### src/rtl/sgde_pkg.sv
// Shared constants and the scanout state type for the frame-buffer scanout slice.
// Geometry is fixed at 64x64 pixels of 12-bit RGB 4:4:4.
package sgde_pkg;

  localparam int FB_DIM = 64;
  localparam int FB_AW  = 12;
  localparam int PIX_W  = 12;

  localparam logic [PIX_W-1:0] BG_COLOR = 12'hCF0;

  typedef enum logic [1:0] {
    ST_IDLE  = 2'd0,
    ST_SCAN  = 2'd1,
    ST_DRAIN = 2'd2,
    ST_DONE  = 2'd3
  } scan_state_t;

endpackage

### src/rtl/fb_rd_fifo.sv
// Two-entry FIFO holding frame-buffer read data together with its {y,x} tag.
// The caller guarantees no push when full (unless popping) and no pop when empty.
module fb_rd_fifo
  import sgde_pkg::*;
(
  input  logic             clk,
  input  logic             reset,
  input  logic             push,
  input  logic [PIX_W-1:0] push_data,
  input  logic [FB_AW-1:0] push_tag,
  input  logic             pop,
  output logic [1:0]       count,
  output logic [PIX_W-1:0] head_data,
  output logic [FB_AW-1:0] head_tag
);

  logic [PIX_W-1:0] data_q [2];
  logic [FB_AW-1:0] tag_q  [2];
  logic             wr_ptr;
  logic             rd_ptr;

  always_ff @(posedge clk or posedge reset) begin
    if (reset) begin
      data_q[0] <= '0;
      data_q[1] <= '0;
      tag_q[0]  <= '0;
      tag_q[1]  <= '0;
      wr_ptr    <= 1'b0;
      rd_ptr    <= 1'b0;
      count     <= 2'd0;
    end else begin
      if (push) begin
        data_q[wr_ptr] <= push_data;
        tag_q[wr_ptr]  <= push_tag;
        wr_ptr         <= ~wr_ptr;
      end
      if (pop) begin
        rd_ptr <= ~rd_ptr;
      end
      case ({push, pop})
        2'b10:   count <= count + 2'd1;
        2'b01:   count <= count - 2'd1;
        default: count <= count;
      endcase
    end
  end

  assign head_data = data_q[rd_ptr];
  assign head_tag  = tag_q[rd_ptr];

endmodule

### src/rtl/fb_scanout.sv
// Frame-buffer scanout: reads NUM_LINES x 64 pixels from a 1-cycle-latency SRAM
// and streams them out with ready/valid flow control, coordinates and sof/eol.
//
// state    | meaning
// ---------+------------------------------------------------------------
// ST_IDLE  | after reset, waiting for start
// ST_SCAN  | issuing frame-buffer reads, throttled by FIFO space and line gap
// ST_DRAIN | all reads issued, waiting for the last beat to transfer
// ST_DONE  | frame delivered, done held until the next start
module fb_scanout
  import sgde_pkg::*;
#(
  parameter int NUM_LINES = 64,
  parameter int LINE_GAP  = 0
) (
  input  logic             clk,
  input  logic             reset,
  input  logic             start,
  input  logic             pix_ready,
  input  logic [PIX_W-1:0] FB_Q,
  output logic             FB_CEN,
  output logic             FB_WEN,
  output logic [FB_AW-1:0] FB_A,
  output logic             pix_valid,
  output logic [PIX_W-1:0] pix_data,
  output logic [5:0]       pix_x,
  output logic [5:0]       pix_y,
  output logic             sof,
  output logic             eol,
  output logic             busy,
  output logic             done
);

  localparam logic [FB_AW-1:0] LAST_A = FB_AW'(NUM_LINES * FB_DIM - 1);
  localparam logic [3:0]       GAP_LD = 4'(LINE_GAP);
  localparam logic [5:0]       X_LAST = 6'(FB_DIM - 1);

  scan_state_t      state, state_nxt;
  logic [FB_AW-1:0] addr_cnt;
  logic [3:0]       gap_cnt;
  logic             rd_pend;
  logic [FB_AW-1:0] rd_tag;
  logic [1:0]       fifo_count;
  logic [FB_AW-1:0] head_tag;
  logic [2:0]       occ_after;
  logic             issue;
  logic             pop;
  logic             start_ok;

  assign pix_valid = (fifo_count != 2'd0);
  assign pop       = pix_valid && pix_ready;
  assign start_ok  = start && ((state == ST_IDLE) || (state == ST_DONE));

  // Space is judged after this cycle's pop so a steady stream runs at one pixel per cycle.
  assign occ_after = {1'b0, fifo_count} + {2'b00, rd_pend} - {2'b00, pop};

  always_ff @(posedge clk or posedge reset) begin
    if (reset) begin
      state <= ST_IDLE;
    end else begin
      state <= state_nxt;
    end
  end

  always_comb begin
    state_nxt = state;
    issue     = 1'b0;
    case (state)
      ST_IDLE, ST_DONE: begin
        if (start) begin
          state_nxt = ST_SCAN;
        end
      end
      ST_SCAN: begin
        if ((gap_cnt == 4'd0) && (occ_after < 3'd2)) begin
          issue = 1'b1;
          if (addr_cnt == LAST_A) begin
            state_nxt = ST_DRAIN;
          end
        end
      end
      ST_DRAIN: begin
        if (pop && (fifo_count == 2'd1) && !rd_pend) begin
          state_nxt = ST_DONE;
        end
      end
      default: state_nxt = ST_IDLE;
    endcase
  end

  always_ff @(posedge clk or posedge reset) begin
    if (reset) begin
      addr_cnt <= '0;
      gap_cnt  <= 4'd0;
      rd_pend  <= 1'b0;
      rd_tag   <= '0;
    end else begin
      rd_pend <= issue;
      if (issue) begin
        rd_tag <= addr_cnt;
      end
      if (start_ok) begin
        addr_cnt <= '0;
        gap_cnt  <= 4'd0;
      end else if (issue) begin
        // The counter parks on the last address so it never wraps inside a frame.
        if (addr_cnt != LAST_A) begin
          addr_cnt <= addr_cnt + 1'b1;
          if (addr_cnt[5:0] == X_LAST) begin
            gap_cnt <= GAP_LD;
          end
        end
      end else if (gap_cnt != 4'd0) begin
        gap_cnt <= gap_cnt - 4'd1;
      end
    end
  end

  fb_rd_fifo u_fifo (
    .clk       (clk),
    .reset     (reset),
    .push      (rd_pend),
    .push_data (FB_Q),
    .push_tag  (rd_tag),
    .pop       (pop),
    .count     (fifo_count),
    .head_data (pix_data),
    .head_tag  (head_tag)
  );

  assign FB_CEN = ~issue;
  assign FB_WEN = 1'b1;
  assign FB_A   = addr_cnt;

  assign pix_x = head_tag[5:0];
  assign pix_y = head_tag[11:6];
  assign sof   = pix_valid && (head_tag == '0);
  assign eol   = pix_valid && (head_tag[5:0] == X_LAST);
  assign busy  = (state == ST_SCAN) || (state == ST_DRAIN);
  assign done  = (state == ST_DONE);

endmodule

### config.mk
export PLATFORM = sky130hd
export DESIGN_NAME = fb_scanout
export DESIGN_NICKNAME = d
export VERILOG_FILES = /design/src/rtl/sgde_pkg.sv /design/src/rtl/fb_rd_fifo.sv /design/src/rtl/fb_scanout.sv
export SDC_FILE = /design/constraint.sdc
export NUM_CORES = 1
export LEC_CHECK = 0
export CORE_MARGIN = 3
export CORE_UTILIZATION = 58
export CTS_CLUSTER_SIZE = 10
export DETAILED_ROUTE_END_ITERATION = 12
export PLACE_DENSITY = 0.82
export SYNTH_ARGS = -nofsm -noshare
export SYNTH_HDL_FRONTEND = slang
export SYNTH_SLANG_ARGS = --single-unit
export TNS_END_PERCENT = 20
### constraint.sdc
create_clock -name clk -period 7.1 [get_ports clk]
set_input_delay 1.065 -clock clk [delete_from_list [all_inputs] [get_ports clk]]
set_output_delay 1.065 -clock clk [all_outputs]
set_load 0.02 [all_outputs]
Word level (Yosys, flattened, before mapping) --
Cells that the tools add are included.
Storage, ports and cells: register bits after elaboration 83, latch bits 0, memory bits (writable) 0, bits in read-only memories 0, input port bits 16, output and inout port bits 43, word-level logic and storage cells 93, memories 0
Operators by class: add/subtract/negate cells 6, $mul 0, div/mod/pow operators 0, order comparisons 4, equal/unequal tests 16, shifts and indexed selects 0, multiplexer cells 26, bitwise operators 5, reductions and logical operators 24
Operators by type and width (count):
- 12-bit two-way mux | 10
- 24-bit bitwise mux | 2
- 4-bit two-way mux | 5
- 12-bit by 1-bit adder with 12-bit output (second input constant) | 1
- 12-bit demux with 1-bit select | 1
- 12-bit equality test (second input constant) | 1
- 6-bit equality test (second input constant) | 2
- 12-bit logical NOT | 1
- 12-bit inequality test (second input constant) | 1
- 1-bit logical AND | 8
- 2-bit two-way mux | 4
- 2-bit inequality test (second input constant) | 4
- 2-bit nonzero test | 4
- 2-bit by 1-bit equality test with 1-bit output (second input constant) | 3
- 2-bit equality test (second input constant) | 3
- 3-bit by 1-bit inequality test with 1-bit output (second input constant) | 2
- 2-bit case mux with 3 select lines | 1
- 2-bit >= comparator (second input constant) | 2
- 4-bit logical NOT | 1
- 1-bit NOT with 2-bit output | 2
- 2-bit case mux with 2 select lines | 1
- 4-bit AND reduction | 1
- 4-bit nonzero test | 1
- 4-bit by 1-bit subtractor with 4-bit output (second input constant) | 1
- 15 further kinds | 19

Logic depth before layout (Yosys ltp) --
depth after elaboration 9, gate-level depth with buffers 14, gate-level depth less buffers 13

Hierarchy --
From an unflattened synthesis, not the netlist that was laid out.
Unflattened totals: cells, all modules 321, area total of the unflattened synthesis 4045.1 µm²
By module, submodules not included:
- fb_rd_fifo | times used 1, cells an instance 143, area an instance 2356.0 µm², sequential area each 1301.2 µm²
- fb_scanout | times used 1, cells an instance 178, area an instance 1689.1 µm², sequential area each 775.7 µm²

Least setup slack after synthesis --
No wires, ideal clock.
path type input port to output port, from in pix_ready, to out FB_CEN, arrival 2599 ps, data required time 6035 ps, slack 3436 ps, stages 7, buffers on the path 1, cells stage by stage nand2_1 -> xnor2_1 -> nand2b_1 -> fa_1 -> xnor2_1 -> nand4_2 -> clkbuf_1
Between the ends: longest elaborated chain between the ends 7
Ends and longest elaborated chain:
- start, declared | line fb_scanout.sv:19 | input logic pix_ready,
- 1-bit logical AND | line fb_scanout.sv:51 | assign pop = pix_valid && pix_ready;
- 3-bit by 1-bit subtractor with 3-bit output | line fb_scanout.sv:55 | assign occ_after = {1'b0, fifo_count} + {2'b00, rd_pend} - {2'b00, pop};
- 3-bit by 2-bit < comparator with 1-bit output | line fb_scanout.sv:75 | if ((gap_cnt == 4'd0) && (occ_after < 3'd2)) begin
- 1-bit logical AND | line fb_scanout.sv:75
- 1-bit two-way mux | line fb_scanout.sv:75
- 1-bit two-way mux | line fb_scanout.sv:68 | case (state)
- 1-bit NOT | line fb_scanout.sv:131 | assign FB_CEN = ~issue;
- end, declared | line fb_scanout.sv:21 | output logic FB_CEN,
Every way passes these cells.

Worst setup path in the final report --
Same ends and word-level chain as after synthesis.

==> run metrics <==
Bufs on Longest Clock Path 2; Root Buffer clkbuf_8; synthesized net count 353; core footprint 0.00646 mm2; CTS H-tree depth 3; Port Buffers 57; max-slew violations 0; Crit path arrival time approximately 3.7 ns; die width around 90 um; EDFF count, synth 0; via count of the first global-routing pass roughly 2700; cells after synthesis 327; commonest non-fill, non-tap cell in the layout dfrtp_1; CP max FO 15; Layout area overhead 21.3%; Worst-Margin Slew around 1.1 ns; CTS buffer count 9; Max Cap Viol 0; Final Cycle Share 67.7%; # setup viols final 0; GRT Total Usage a little over a fifth; Seq/Total Area, Yosys a little over half; per-cell routed wire length between 15 and 20 um; first-pass GRT wire length roughly 13000 um; detailed-route via count 2589; Final min period slightly below 5 ns; endpoint type of the worst setup path output port; FP Rows 29; DR pass1 iterations 4; pwr dens 354 mW/mm2; # resized after CTS 0; Post-Route WL 7970 um; largest net degree at the start of global routing 84; GR Overflow Total 0; Clock Skews 0.0145 ns; Fin Setup TNS 0 ns; hpwl dp around 5400 um; Syn Area/Cell ~12 um2; Die H roughly 88 um; Post-synth ARST share 100%; final-report hold violation count 0; drt drc 0; Startpoint Class input pin; Antenna Cells 0; GPL Wtd Cong 0.844; count of cell types in the netlist 41; clock tree sinks between 80 and 90; CTS tree yes; RSZ-0062 raised after global routing no; Leakage 2.28 nW; Die ar. 0.00782 mm2; Max-Slew Margin vs Limit approximately 25%; Clk Latency, worst-skew pair roughly 0.35 ns; Post-Syn Area about 0.0039 mm2; Max IR drop VDD roughly 0.00029 V; I/O pin cnt slightly below 60; starting DRC count in detailed routing between 100 and 150; post-CTS setup repair buffer count 0; Req. time, crit path around 6 ns; status finished, final reports clean; Syn. warnings 0; Clock transition at path regs 0.08 ns; share of cells above drive strength 1 25.8%; critical path type input pin to output port; post-route ant nets 0; hold_buf cts 0; nets around 410; Worst Hold Class register to register; FILL cells approximately 480; vias per cell 5.58; fmax around 0.21 GHz; initial core utilization about 61%; Yosys reg bits 83; commonest cells after routing, fill and taps aside dfrtp_1, mux2_2, clkdlybuf4s50_1, nand2_1, inv_1; ys flop type dfrtp_1; antenna violations before repair 0; Min Hold Slack slightly above 0.5 ns
-- stage by stage --
stage	power, mW	setup WS [ns]	utilization [%]	instances	cell area [um2]
global route	1.78	2.11	74.0	464	4780
finish	1.69	2.30	74.0	464	4780
floorplan	1.10	3.44	-	327	3940
global placement	1.30	2.42	70.5	448	4550
CTS	1.71	2.25	74.0	464	4780
detailed placement	1.33	2.28	70.5	448	4550
-- power by group --
| part | switching, mW | leakage, nW | internal [mW] |
|---|---|---|---|
| combinational | 0.309 | 1.06 | 0.342 |
| sequential | 0.0945 | 1.10 | 0.570 |
| clock | 0.166 | 0.117 | 0.208 |
| total | 0.570 | 2.28 | 1.12 |
-- state kept, by name, indices dropped and copies added (netlist names) --
signal / cells
rd_pend: 1
gap_cnt: 4
u_fifo.count: 2
rd_tag: 12
u_fifo.rd_ptr: 1
u_fifo.wr_ptr: 1
u_fifo.data_q: 24
state: 2
u_fifo.tag_q: 24
FB_A: 12
-- cells by family (layout without fill, tap and decap cells) --
kind of cell             count (synthesis)  in the layout  synth area share, %
AO/OA/AOI/OAI                           13             13                 2.13
XOR/XNOR                                11             11                 2.45
adder cells (fa/ha/maj)                 10             10                 3.37
buffers and inverters                   28             88                 3.05
flip-flops                              83             83                 52.7
multiplexers                            77             77                 21.9
other                                    1              1               0.0952
AND/OR/NAND/NOR                        104            104                 14.3
-- synthesized netlist by cell type (2+ instances only) --
cell | number | area [um2]
dfrtp_1 | 83 | 2080
and3_1 | 3 | 18.8
inv_1 | 13 | 48.8
mux2_2 | 72 | 811
nand2_1 | 47 | 176
buf_4 | 2 | 15.0
o21ai_0 | 2 | 10.0
buf_2 | 6 | 30.0
clkbuf_1 | 6 | 22.5
nor2b_1 | 2 | 12.5
xnor2_1 | 6 | 52.6
ha_1 | 9 | 113
nand2b_1 | 7 | 43.8
nand3_1 | 5 | 25.0
nor3_1 | 5 | 25.0
nand4_1 | 3 | 18.8
o211ai_1 | 3 | 22.5
a21oi_1 | 4 | 20.0
and2_1 | 2 | 12.5
xor2_1 | 5 | 43.8
and4_4 | 2 | 22.5
or3_1 | 3 | 18.8
nand4_2 | 2 | 25.0
and4_1 | 2 | 17.5
nor2_1 | 10 | 37.5
nor4_1 | 4 | 25.0
mux2i_1 | 5 | 50.1
-- worst max-delay path: stages --
cell and delay [ns]:
clkdlybuf4s50_1 0.45, nand2_1 0.19, xnor2_1 0.21, nand2b_1 0.17
fa_1 0.39, xnor2_1 0.24, nand4_2 0.36, clkdlybuf4s50_1 0.65
-- final cells by class --
| cell class | count | area (um2) | area share [%] |
|---|---|---|---|
| Clock buffer | 10 | 138 | 2.88 |
| Clock inverter | 6 | 87.6 | 1.83 |
| Inverter | 13 | 50.0 | 1.05 |
| Multi-Input combinational cell | 216 | 1740 | 36.5 |
| Sequential cell | 83 | 2080 | 43.5 |
| Tap cell | 77 | 96.3 | 2.02 |
| Timing Repair Buffer | 59 | 586 | 12.3 |
-- metal layers --
| layer | global-route usage [%] | part of all wire, % | vias to the layer above | routed length, um |
|---|---|---|---|---|
| li1 | - | - | 1231 | - |
| met3 | 3.07 | 3.7 | 10 | 295 |
| met5 | 0 | 0 | - | 0 |
| met2 | 38.1 | 51 | 64 | 4100 |
| met4 | 7.97 | 1.3 | 0 | 101 |
| met1 | 27.9 | 44 | 1284 | 3470 |
-- path summary, 6_finish.rpt --
kind / start / to / slack, ns / cells past startpoint
setup / recovery: pix_ready / FB_CEN / 2.30 / 8
min in group asynchronous: reset / u_fifo.data_q[3] / 1.34 / 3
setup reg to reg: u_fifo.count[1] / gap_cnt[0] / 3.32 / 13
max in group asynchronous: reset / state[1] / 5.08 / 3
hold / removal: rd_tag[10] / rd_tag[10] / 0.51 / 2
hold reg to reg: rd_tag[10] / rd_tag[10] / 0.51 / 2
(Power assumes the default switching activity.)
